`src/rtl/snax_tcdm_stream_reader.sv`:
```
// Strided TCDM read streamer: issues element reads under a FIFO credit limit and
// returns the data in order on a ready/valid stream. Macro SNAX_STREAM_PERF_CNT_EN adds perf_cycles_o.
module snax_tcdm_stream_reader #(
  parameter int unsigned DataWidth  = 64,
  parameter int unsigned AddrWidth  = 48,
  parameter int unsigned FifoDepth  = 4,
  parameter type         tcdm_req_t = logic,
  parameter type         tcdm_rsp_t = logic
) (
  input  logic                 clk_i,
  input  logic                 rst_ni,
  input  logic [AddrWidth-1:0] cfg_base_i,
  input  logic [AddrWidth-1:0] cfg_stride_i,
  input  logic [15:0]          cfg_len_i,
  input  logic                 start_i,
  output logic                 busy_o,
  output logic                 done_o,
  output tcdm_req_t            tcdm_req_o,
  input  tcdm_rsp_t            tcdm_rsp_i,
  output logic [DataWidth-1:0] data_o,
  output logic                 data_valid_o,
`ifdef SNAX_STREAM_PERF_CNT_EN
  output logic [31:0]          perf_cycles_o,
`endif
  input  logic                 data_ready_i
);

  // state  | meaning
  // IDLE   | waiting for start_i
  // ISSUE  | sending element reads, bounded by FIFO credits
  // DRAIN  | all reads sent, waiting for responses and stream pops
  localparam logic [1:0] StIdle  = 2'd0;
  localparam logic [1:0] StIssue = 2'd1;
  localparam logic [1:0] StDrain = 2'd2;

  localparam int unsigned StrbWidth = DataWidth / 8;
  localparam int unsigned PtrW      = $clog2(FifoDepth);
  localparam int unsigned CntW      = PtrW + 1;
  localparam int unsigned SumW      = CntW + 1;
  localparam logic [SumW-1:0] DepthC = SumW'(FifoDepth);

  // Bit layout the TCDM request/response structs are expected to have.
  typedef struct packed {
    logic [AddrWidth-1:0] addr;
    logic                 write;
    logic [DataWidth-1:0] data;
    logic [StrbWidth-1:0] strb;
  } q_chan_t;
  typedef struct packed {
    q_chan_t q;
    logic    q_valid;
  } req_flat_t;
  typedef struct packed {
    logic [DataWidth-1:0] data;
  } p_chan_t;
  typedef struct packed {
    p_chan_t p;
    logic    p_valid;
    logic    q_ready;
  } rsp_flat_t;

  req_flat_t req_s;
  rsp_flat_t rsp_s;

  logic [1:0]           state_q, state_d;
  logic [AddrWidth-1:0] addr_q, addr_d;
  logic [AddrWidth-1:0] stride_q, stride_d;
  logic [15:0]          len_q, len_d;
  logic [15:0]          idx_q, idx_d;
  logic                 zero_len_q, zero_len_d;
  logic [CntW-1:0]      out_q, out_d;
  logic [CntW-1:0]      fifo_cnt_q, fifo_cnt_d;
  logic [PtrW-1:0]      wptr_q, rptr_q;
  logic [DataWidth-1:0] mem_q [FifoDepth];

  logic [SumW-1:0] credit_sum;
  logic            q_valid, hs, push, pop, drain_done;

  assign rsp_s      = rsp_flat_t'(tcdm_rsp_i);
  assign credit_sum = SumW'(fifo_cnt_q) + SumW'(out_q);
  assign q_valid    = (state_q == StIssue) && (credit_sum < DepthC);
  assign hs         = q_valid & rsp_s.q_ready;
  // Responses with nothing outstanding (e.g. left over from before a reset) are dropped.
  assign push       = rsp_s.p_valid & (out_q != '0);
  assign pop        = data_valid_o & data_ready_i;
  assign drain_done = (state_q == StDrain) && (out_q == '0) && (fifo_cnt_q == '0);

  assign busy_o       = (state_q != StIdle);
  assign done_o       = zero_len_q | drain_done;
  assign data_valid_o = (fifo_cnt_q != '0);
  assign data_o       = data_valid_o ? mem_q[rptr_q] : '0;

  always_comb begin
    req_s         = '0;
    req_s.q_valid = q_valid;
    req_s.q.addr  = addr_q;
    req_s.q.write = 1'b0;
    req_s.q.data  = '0;
    req_s.q.strb  = '1;
  end
  assign tcdm_req_o = tcdm_req_t'(req_s);

  always_comb begin
    state_d    = state_q;
    addr_d     = addr_q;
    stride_d   = stride_q;
    len_d      = len_q;
    idx_d      = idx_q;
    zero_len_d = 1'b0;
    case (state_q)
      StIdle: begin
        if (start_i) begin
          if (cfg_len_i != 16'd0) begin
            state_d  = StIssue;
            addr_d   = cfg_base_i;
            stride_d = cfg_stride_i;
            len_d    = cfg_len_i;
            idx_d    = '0;
          end else begin
            zero_len_d = 1'b1;
          end
        end
      end
      StIssue: begin
        if (hs) begin
          addr_d = addr_q + stride_q;
          idx_d  = idx_q + 16'd1;
          if (idx_q == len_q - 16'd1) state_d = StDrain;
        end
      end
      StDrain: begin
        if (drain_done) state_d = StIdle;
      end
      default: state_d = StIdle;
    endcase
  end

  always_comb begin
    out_d = out_q;
    case ({hs, push})
      2'b10:   out_d = out_q + CntW'(1);
      2'b01:   out_d = out_q - CntW'(1);
      default: out_d = out_q;
    endcase
    fifo_cnt_d = fifo_cnt_q;
    case ({push, pop})
      2'b10:   fifo_cnt_d = fifo_cnt_q + CntW'(1);
      2'b01:   fifo_cnt_d = fifo_cnt_q - CntW'(1);
      default: fifo_cnt_d = fifo_cnt_q;
    endcase
  end

  always_ff @(posedge clk_i or negedge rst_ni) begin
    if (!rst_ni) begin
      state_q    <= StIdle;
      addr_q     <= '0;
      stride_q   <= '0;
      len_q      <= '0;
      idx_q      <= '0;
      zero_len_q <= 1'b0;
      out_q      <= '0;
      fifo_cnt_q <= '0;
      wptr_q     <= '0;
      rptr_q     <= '0;
      for (int i = 0; i < FifoDepth; i++) mem_q[i] <= '0;
    end else begin
      state_q    <= state_d;
      addr_q     <= addr_d;
      stride_q   <= stride_d;
      len_q      <= len_d;
      idx_q      <= idx_d;
      zero_len_q <= zero_len_d;
      out_q      <= out_d;
      fifo_cnt_q <= fifo_cnt_d;
      if (push) begin
        mem_q[wptr_q] <= rsp_s.p.data;
        wptr_q        <= wptr_q + PtrW'(1);
      end
      if (pop) rptr_q <= rptr_q + PtrW'(1);
    end
  end

`ifdef SNAX_STREAM_PERF_CNT_EN
  logic [31:0] perf_q;

  always_ff @(posedge clk_i or negedge rst_ni) begin
    if (!rst_ni) begin
      perf_q <= '0;
    end else if ((state_q == StIdle) && start_i) begin
      perf_q <= '0;
    end else if (busy_o && !(&perf_q)) begin
      perf_q <= perf_q + 32'd1;
    end
  end

  assign perf_cycles_o = perf_q;
`endif

endmodule

```
`config.mk`:
```
export PLATFORM = sky130hd
export DESIGN_NAME = snax_tcdm_stream_reader
export DESIGN_NICKNAME = d
export VERILOG_FILES = /design/src/rtl/snax_tcdm_stream_reader.sv
export SDC_FILE = /design/constraint.sdc
export NUM_CORES = 1
export LEC_CHECK = 0
export ABC_AREA = 0
export BUFFER_PORTS_ARGS = -buffer_cell sky130_fd_sc_hd__buf_2
export CAP_MARGIN = 20
export CORE_MARGIN = 8
export CORE_UTILIZATION = 35
export DETAILED_ROUTE_END_ITERATION = 10
export HOLD_SLACK_MARGIN = 0.02
export PLACE_DENSITY = 0.68
export SLEW_MARGIN = 5
export SYNTH_ARGS = -nofsm -noshare
export SYNTH_HDL_FRONTEND = slang
export SYNTH_SLANG_ARGS = --single-unit
```
`constraint.sdc`:
```
create_clock -name clk_i -period 2.6 [get_ports clk_i]
set_input_delay 0.78 -clock clk_i [delete_from_list [all_inputs] [get_ports clk_i]]
set_output_delay 0.78 -clock clk_i [all_outputs]
set_load 0.005 [all_outputs]
```
# After elaboration in Yosys (flattened, before gate mapping)

Cells that the tools add are included.

Output and inout bits: 68
Bits in registers: 43

Add/sub/neg operators: 6
Eq/ne operators: 8
Reduce and logical (&&, ||, !) cells: 13
Magnitude comparators: 2
Bitwise operators: 4
Mux-type cells: 17

Operators by type and width:

| kind                                                      | number |
|---|---|
| two-way mux 64 bit                                        | 3 |
| binary-select mux 64 bit (select 2 bit)                   | 1 |
| two-way mux 16 bit                                        | 3 |
| one-hot mux 16 bit (2 select lines)                       | 1 |
| adder 16 x 1 -> 16 bit (second input constant)            | 1 |
| == test 16 bit                                            | 1 |
| nonzero test 16 bit                                       | 1 |
| subtractor 16 x 1 -> 16 bit (second input constant)       | 1 |
| two-way mux 2 bit                                         | 5 |
| != test 2 bit (second input constant)                     | 4 |
| logical NOT 3 bit                                         | 2 |
| one-hot mux 2 bit (3 select lines)                        | 1 |
| AND reduction 5 bit                                       | 1 |
| adder 3 x 3 -> 4 bit                                      | 1 |
| < comparator 4 x 3 -> 1 bit (second input constant)       | 1 |
| AND reduction 4 bit                                       | 1 |
| nonzero test 2 bit                                        | 2 |
| adder 3 x 1 -> 3 bit (second input constant)              | 1 |
| greater-or-equal comparator 3 bit (second input constant) | 1 |
| logical AND 1 bit                                         | 3 |
| two-way mux 1 bit                                         | 3 |
| inverter 2 -> 3 bit                                       | 1 |
| AND reduction 3 bit                                       | 1 |
| nonzero test 3 bit                                        | 1 |
| other kinds (8)                                           | 9 |

# Logic depth before layout (Yosys ltp)

Gate-level depths: netlist of the first run.

Word-level depth: 6
Gate-level depth with buffers: 9
Gate-level depth less buffers: 8

# Worst setup path after synthesis of the first run

Ideal clock, no wire load.

Kind: reg2reg
From: register len_q[2]
To: register state_q[1]
Data required time: 2524 ps
Slack: 199 ps
Data arrival time: 2324 ps
Library setup time: 76 ps
Cell stages (with the launch flop): 8
Cells stage by stage: dfrtp_1 > buf_6 > or4_4 > or4b_4 > a211oi_2 > a211oi_1 > or4_1 > o21ai_1

Longest elaborated chain between the ends: 4

RTL lines:

| element                          | RTL line | RTL |
|---|---|---|
| start: declaration               | 68       | `logic [15:0] len_q, len_d;` |
| start signal: assignment         | 170      | `len_q <= len_d;` |
| subtractor 16 x 1 -> 16 bit      | 128      | `if (idx_q == len_q - 16'd1) state_d = StDrain;` |
| == test 16 bit                   | 128      |  |
| != test 2 x 1 -> 1 bit (no line) | -        |  |
| AND reduction 5 bit (no line)    | -        |  |
| end signal: assignment           | 155      | `state_q <= StIdle;` |
| end signal: assignment           | 167      | `state_q <= state_d;` |
| end: declaration                 | 65       | `logic [1:0] state_q, state_d;` |

No other way between the ends.
A chain may end at the register's enable or synchronous reset.

# Worst setup path in the final report of the first run

From: register len_q[0]
To: register state_q[1]

The elaborated chain is that of the path after synthesis.

==> results.txt, run 1 <==
Fin nets: 495
Critical Path End Type: register
Share of the synthesized area in the top cell type: 0.3542
Largest net degree at the start of global routing: 25
Max_cap viols: 0
Cts bufs inserted: 5
Leakage: 1.485 nW
RSZ-0062 raised after global routing: false
Row Count: 33
Ys Warns: 0
H-tree Lvls: 2
Slew @ Worst Pin: 553.0 ps
IO Count: 185
Worst Path Required: 2830 ps
Final period util: 0.9686
Wire length of the first global-routing pass: 9901 um
Critical path arrival: 2750 ps
Fin Clk Skew: 7.538 ps
CTS Buffer Depth: 2
Cells after Synth: 335
GR Overflow Total: 0
Outcome: finished clean
Number of vias in the routed layout: 2,143
Count leader, synth: buf_4
Synth cell types: 46
Post-layout minimum cycle time: 2518 ps
Clk slew on worst S/H paths: 80 ps
Num Clock Sinks: 41
Placed Area: 2995 um2
Syn Area/Cell: 8.646 um2
Port bufs: 24
CP Launch Type: register
Max Fclk: 0.3971 GHz
Die Height: 107.0 um
Max Slew Vio Count: 0
Layout area overhead: 8.251%
DRC Markers: 0
Final Hold Viols: 0
Max_slew headroom: 0.6280
Vias per cell: 4.502
GP Congestion: 0.8288
Synthesized area: 2897 um2
Full die area: 11,440 um2
Seq/Total Area, Yosys: 0.3542
Crit path kind: reg2reg
Hold crit path type: in2async
Top FF cell, synth: dfrtp_1
Core area: 8134 um2
Hold Buf Count CTS: 0
Initial Util: 0.3561
Setup tns final: 0 ps
DRT antenna net count: 0
Total track usage: 0.1055
Synth Register Bits: 41
Drt pass-1 iters: 4
Pwr Density: 764.4 nW/um2
Async SR Flop Fraction: 1.000
N_diodes: 0
Post-synth EDFFs: 0
Avg WL per Cell: 12.87 um
Max IR drop VDD: 298.4 uV
Worst-skew pair later-pin latency: 290 ps
Max FO, Critical Path: 5
Initial antenna violation count: 0
Synth top area cells: dfrtp_1 35%, buf_4 17%, xnor2_1 9.4%
Initial DRC Count: 73
WL final: 6124 um
Largest area contributor in the netlist: dfrtp_1
CTS tree: built
Number of global-route vias before repair: 2,115
Top post-synthesis cells by count: 64 x buf_4, 62 x nand2_1, 41 x dfrtp_1
Root Driver: clkbuf_8
Post-DP HPWL: 4919 um
Share of layout cells above drive strength 1: 0.1536
Final setup viols: 0
Die span in x: 107.0 um
Final Instance Area: 3136 um2
layout make-up:
cell class / instances / area (um2)
Fill cell: 838 / 4999
Multi-Input combinational cell: 275 / 1559
Sequential cell: 41 / 1027
Timing Repair Buffer: 38 / 250.2
Tap cell: 105 / 131.4
Clock buffer: 5 / 68.82
Clock inverter: 3 / 65.06
Inverter: 9 / 33.78
through the flow:
step / power, mW / utilization / setup slack, ps / hold WS, ps / instances
2_1_floorplan: 1.606 / - / 199.5 / 460.8 / 398
6_report: 2.397 / 0.3855 / 81.72 / 411.7 / 476
3_3_place_gp: 1.756 / 0.3683 / 111.6 / 484.7 / 468
5_1_grt: 2.573 / 0.3855 / 6.295 / 436.1 / 476
4_1_cts: 2.406 / 0.3847 / 72.86 / 430.7 / 476
3_5_place_dp: 1.791 / 0.3683 / 93.70 / 493.2 / 468
sequential cells by signal, indices dropped and copies added, names as in the netlist:
register,count
state_q,2
len_q,16
fifo_cnt_q,3
out_q,3
idx_q,16
zero_len_q,1
cell usage in the layout (no fill, tap or decap), types with 2 or more instances in the layout:
cell	count
clkbuf_8	5
buf_12	2
ha_1	8
nand2_1	62
o21ai_0	9
nand4_1	4
nor4b_1	2
xnor2_1	31
mux2_2	2
inv_1	9
or4_1	2
buf_2	24
nand2b_1	3
nor3_1	10
conb_1	64
nor2_1	21
a21oi_1	2
nand3_1	4
and2_1	2
nor4_1	9
and4_1	3
xor2_1	7
nor3b_1	7
bufinv_16	2
dfrtp_1	40
buf_4	12
report_power, final:
group	total [mW]	switching, mW	internal [mW]
combinational	0.813	0.421	0.392
clock	0.609	0.227	0.381
sequential	0.975	0.184	0.791
worst max-delay path, stage by stage (launching register included):
cell,delay (ps)
dfrtp_2,440
or4_4,540
or4b_4,530
a211oi_2,230
a211oi_1,80
or4_1,500
o21ai_1,130
per-layer routing:
metal / up-vias / GRT usage / part of all wire
li1: 1050 / - / -
met2: 49 / 0.1807 / 0.49
met3: 8 / 0.03059 / 0.067
met1: 1036 / 0.1240 / 0.43
met4: 0 / 0.03317 / 0.011
met5: - / 0 / 0
worst paths after layout:
kind / start / end / slack (ps) / depth (start not counted)
setup reg to reg: len_q[0]$_DFFE_PN0P_ / state_q[1]$_DFFE_PN0P_ / 80 / 6
setup / recovery: len_q[0]$_DFFE_PN0P_ / state_q[1]$_DFFE_PN0P_ / 80 / 6
max in group asynchronous: rst_ni / len_q[10]$_DFFE_PN0P_ / 1510 / 2
min in group clk_i: len_q[15]$_DFFE_PN0P_ / len_q[15]$_DFFE_PN0P_ / 510 / 2
hold reg to reg: len_q[15]$_DFFE_PN0P_ / len_q[15]$_DFFE_PN0P_ / 510 / 2
hold / removal: rst_ni / fifo_cnt_q[2]$_DFFE_PN0P_ / 410 / 1
kinds of logic (layout without fill, tap and decap cells):
| family | after synthesis | count (layout) | share of synthesized area |
|---|---|---|---|
| XOR/XNOR | 38 | 38 | 0.1149 |
| AND/OR/NAND/NOR | 140 | 140 | 0.2423 |
| multiplexers | 2 | 2 | 0.007775 |
| AO/OA/AOI/OAI | 23 | 23 | 0.05314 |
| buffers and inverters | 82 | 55 | 0.1918 |
| other | 1 | 64 | 0.001295 |
| adder cells (fa/ha/maj) | 8 | 8 | 0.03456 |
| flip-flops | 41 | 41 | 0.3542 |
repair_timing:
action	in CTS	in global routing
resized for setup	0	2
endpoints found under the setup margin	0	2
buffers inserted	0	0
Note: power is estimated with default switching activity, not from simulation.
==> inputs of run 2 (changes only) <==
RECOVER_POWER = 50   (was not set)
==> run 2 against run 1 <==
Against the previous run: register-to-register slack about the same; non-clock buffer count unchanged; wire length is essentially flat; cell count did not move; largest power group unchanged; worst hold slack improved by 93 ps; critical path depth unchanged; highest routed layer unchanged; sequential cell count did not move; count of clock-buffer cells in the layout unchanged; first-iteration DRC count is 14% lower; via count shrank 0.37%; cell area is 0.12% lower.
==> results.txt, run 2 (synthesized netlist as in run 1, its figures left out) <==
Outcome: finished clean (unchanged)
CTS Buffer Depth: 2 (unchanged)
CP Launch Type: register (unchanged)
Largest net degree at the start of global routing: 25 (unchanged)
Max FO, Critical Path: 5 (unchanged)
Drt pass-1 iters: 4 (unchanged)
Delay-heaviest family, CP: simple AND/OR/NAND/NOR gates (unchanged)
Max_cap viols: 0 (unchanged)
Max IR drop VDD: 298.6 uV (was 298.4 uV)
Non-Filler Instances: 476 (unchanged)
Die span in x: 107.0 um (unchanged)
Critical path arrival: 2750 ps (about the same)
Register area: 1027 um2 (unchanged)
Number of vias in the routed layout: 2,135 (was 2,143)
Final setup viols: 0 (unchanged)
Core area: 8134 um2 (unchanged)
Initial antenna violation count: 0 (unchanged)
Dpl cells: 468 (unchanged)
GR Overflow Total: 0 (unchanged)
GP Congestion: 0.8288 (unchanged)
Final period util: 0.9683 (was 0.9686)
Total power: 2.397 mW (about the same)
Setup tns final: 0 ps (unchanged)
Worst Path Required: 2830 ps (about the same)
IO Count: 185 (unchanged)
Row Count: 33 (unchanged)
Hold Buf Count CTS: 0 (unchanged)
Psw: 0.8334 mW (was 0.8327 mW)
Post-layout minimum cycle time: 2518 ps (about the same)
N_diodes: 0 (unchanged)
Full die area: 11,440 um2 (unchanged)
Die Height: 107.0 um (unchanged)
PnR worst setup slack: 82.41 ps (was 81.72 ps)
Largest regs: idx_q x16, len_q x16 (unchanged)
Pwr Density: 765.4 nW/um2 (was 764.4 nW/um2)
WL final: 6129 um (was 6124 um)
Leakage: 1.481 nW (was 1.485 nW)
Total track usage: 0.1055 (unchanged)
Hold crit path type: reg2reg (was in2async)
Fin nets: 495 (unchanged)
Fin Clk Skew: 6.839 ps (was 7.538 ps)
Switching Fraction: 0.3477 (was 0.3474)
Layout area overhead: 8.121% (was 8.251%)
Multi-input logic area: 1559 um2 (unchanged)
Buf/Inv on CP: 0 (unchanged)
Slew @ Worst Pin: 1057 ps (was 553.0 ps)
RSZ-0062 raised after global routing: false (unchanged)
Wire length of the first global-routing pass: 9901 um (unchanged)
Pint: 1.563 mW (was 1.564 mW)
Initial Util: 0.3561 (unchanged)
Max Slew Vio Count: 0 (unchanged)
Critical path's largest stage delay: 540 ps (about the same)
H-tree Lvls: 2 (unchanged)
# fillers: 838 (unchanged)
Post-DP HPWL: 4919 um (unchanged)
Dpl ws: 93.70 ps (unchanged)
DRT antenna net count: 0 (unchanged)
Num Clock Sinks: 41 (unchanged)
Final hold slack: 505.0 ps (was 411.7 ps)
Most common library cell in the layout ignoring fill and taps: conb_1 (unchanged)
Vias per cell: 4.485 (was 4.502)
Clk slew on worst S/H paths: 80 ps (about the same)
Root Driver: clkbuf_8 (unchanged)
Initial DRC Count: 63 (was 73)
Port bufs: 24 (unchanged)
CP max-delay cell: or4_4 (unchanged)
DRC Markers: 0 (unchanged)
Critical-path cell list: or4_4, or4b_4, a211oi_2, a211oi_1, or4_1, o21ai_1 (unchanged)
Max Fclk: 0.3972 GHz (was 0.3971 GHz)
Max_slew headroom: 0.2953 (was 0.6280)
Critical Path End Type: register (unchanged)
Final Hold Viols: 0 (unchanged)
Avg WL per Cell: 12.88 um (was 12.87 um)
Clk pwr share: 0.254 (about the same)
Cts bufs inserted: 5 (unchanged)
Crit path kind: reg2reg (unchanged)
Flop2flop setup slack: 80 ps (about the same)
Share of layout cells above drive strength 1: 0.1509 (was 0.1536)
Comb pwr share: 0.339 (about the same)
Worst-skew pair later-pin latency: 300 ps (was 290 ps)
Number of global-route vias before repair: 2,115 (unchanged)
Most frequent cells in the layout: 64 x conb_1, 62 x nand2_1, 40 x dfrtp_1 (unchanged)
Sequential share of power: 0.407 (about the same)
CTS tree: built (unchanged)
run 2: cell count changes in the layout (fill, tap and decap cells not counted), sizes merged:
| cell | change |
|---|---|
| clkbuf | +2 |
| buf | -2 |
run 2: power by group through the flow:
stage                     Sequential (mW)  Clock [mW]  Combinational (mW)
final                               0.976       0.609               0.812
after global routing                 1.01       0.652               0.915
after CTS                           0.977       0.618               0.811
after detailed placement            0.987           0               0.804
after global placement              0.979           0               0.777
after floorplan                     0.941           0               0.665
run 2: worst min-delay path, stage by stage (launching register included):
cell and delay (ps):
dfrtp_1 360, nand2_1 60, nand2_1 60
run 2: metal layers:
layer  part of all wire  up-vias  global-route usage
met3              0.075        8             0.03059
met1               0.42     1023              0.1240
met4              0.010        0             0.03317
li1                   -     1050                   -
met2               0.50       54              0.1807
met5                  0        -                   0
run 2: final timing paths:
kind | from | endpoint | cells after the start
worst min-delay path | len_q[15]$_DFFE_PN0P_ | len_q[15]$_DFFE_PN0P_ | 2
max in group asynchronous | rst_ni | len_q[10]$_DFFE_PN0P_ | 2
min in group asynchronous | rst_ni | fifo_cnt_q[2]$_DFFE_PN0P_ | 1
worst min register to register | len_q[15]$_DFFE_PN0P_ | len_q[15]$_DFFE_PN0P_ | 2
worst max register to register | len_q[0]$_DFFE_PN0P_ | state_q[1]$_DFFE_PN0P_ | 6
worst max-delay path | len_q[0]$_DFFE_PN0P_ | state_q[1]$_DFFE_PN0P_ | 6
run 2: final cells by class:
| cell class | instances | share of cell area |
|---|---|---|
| multi-input cells | 275 | 0.4978 |
| well taps | 105 | 0.04195 |
| clock inverters | 3 | 0.02078 |
| flip-flops and latches | 41 | 0.3280 |
| clock buffers | 5 | 0.02197 |
| repair buffers | 38 | 0.07871 |
| inverters | 9 | 0.01079 |
run 2: timing repair:
item | CTS | global route
resized for setup | 0 | 2
buffers inserted | 0 | 0
endpoints found under the setup margin | 0 | 2
run 2: metrics by stage:
stage | area (um2) | util
floorplan | 3133 | -
detailed placement | 2995 | 0.3683
global placement | 2995 | 0.3683
finish | 3132 | 0.3850
global route | 3132 | 0.3850
CTS | 3129 | 0.3847
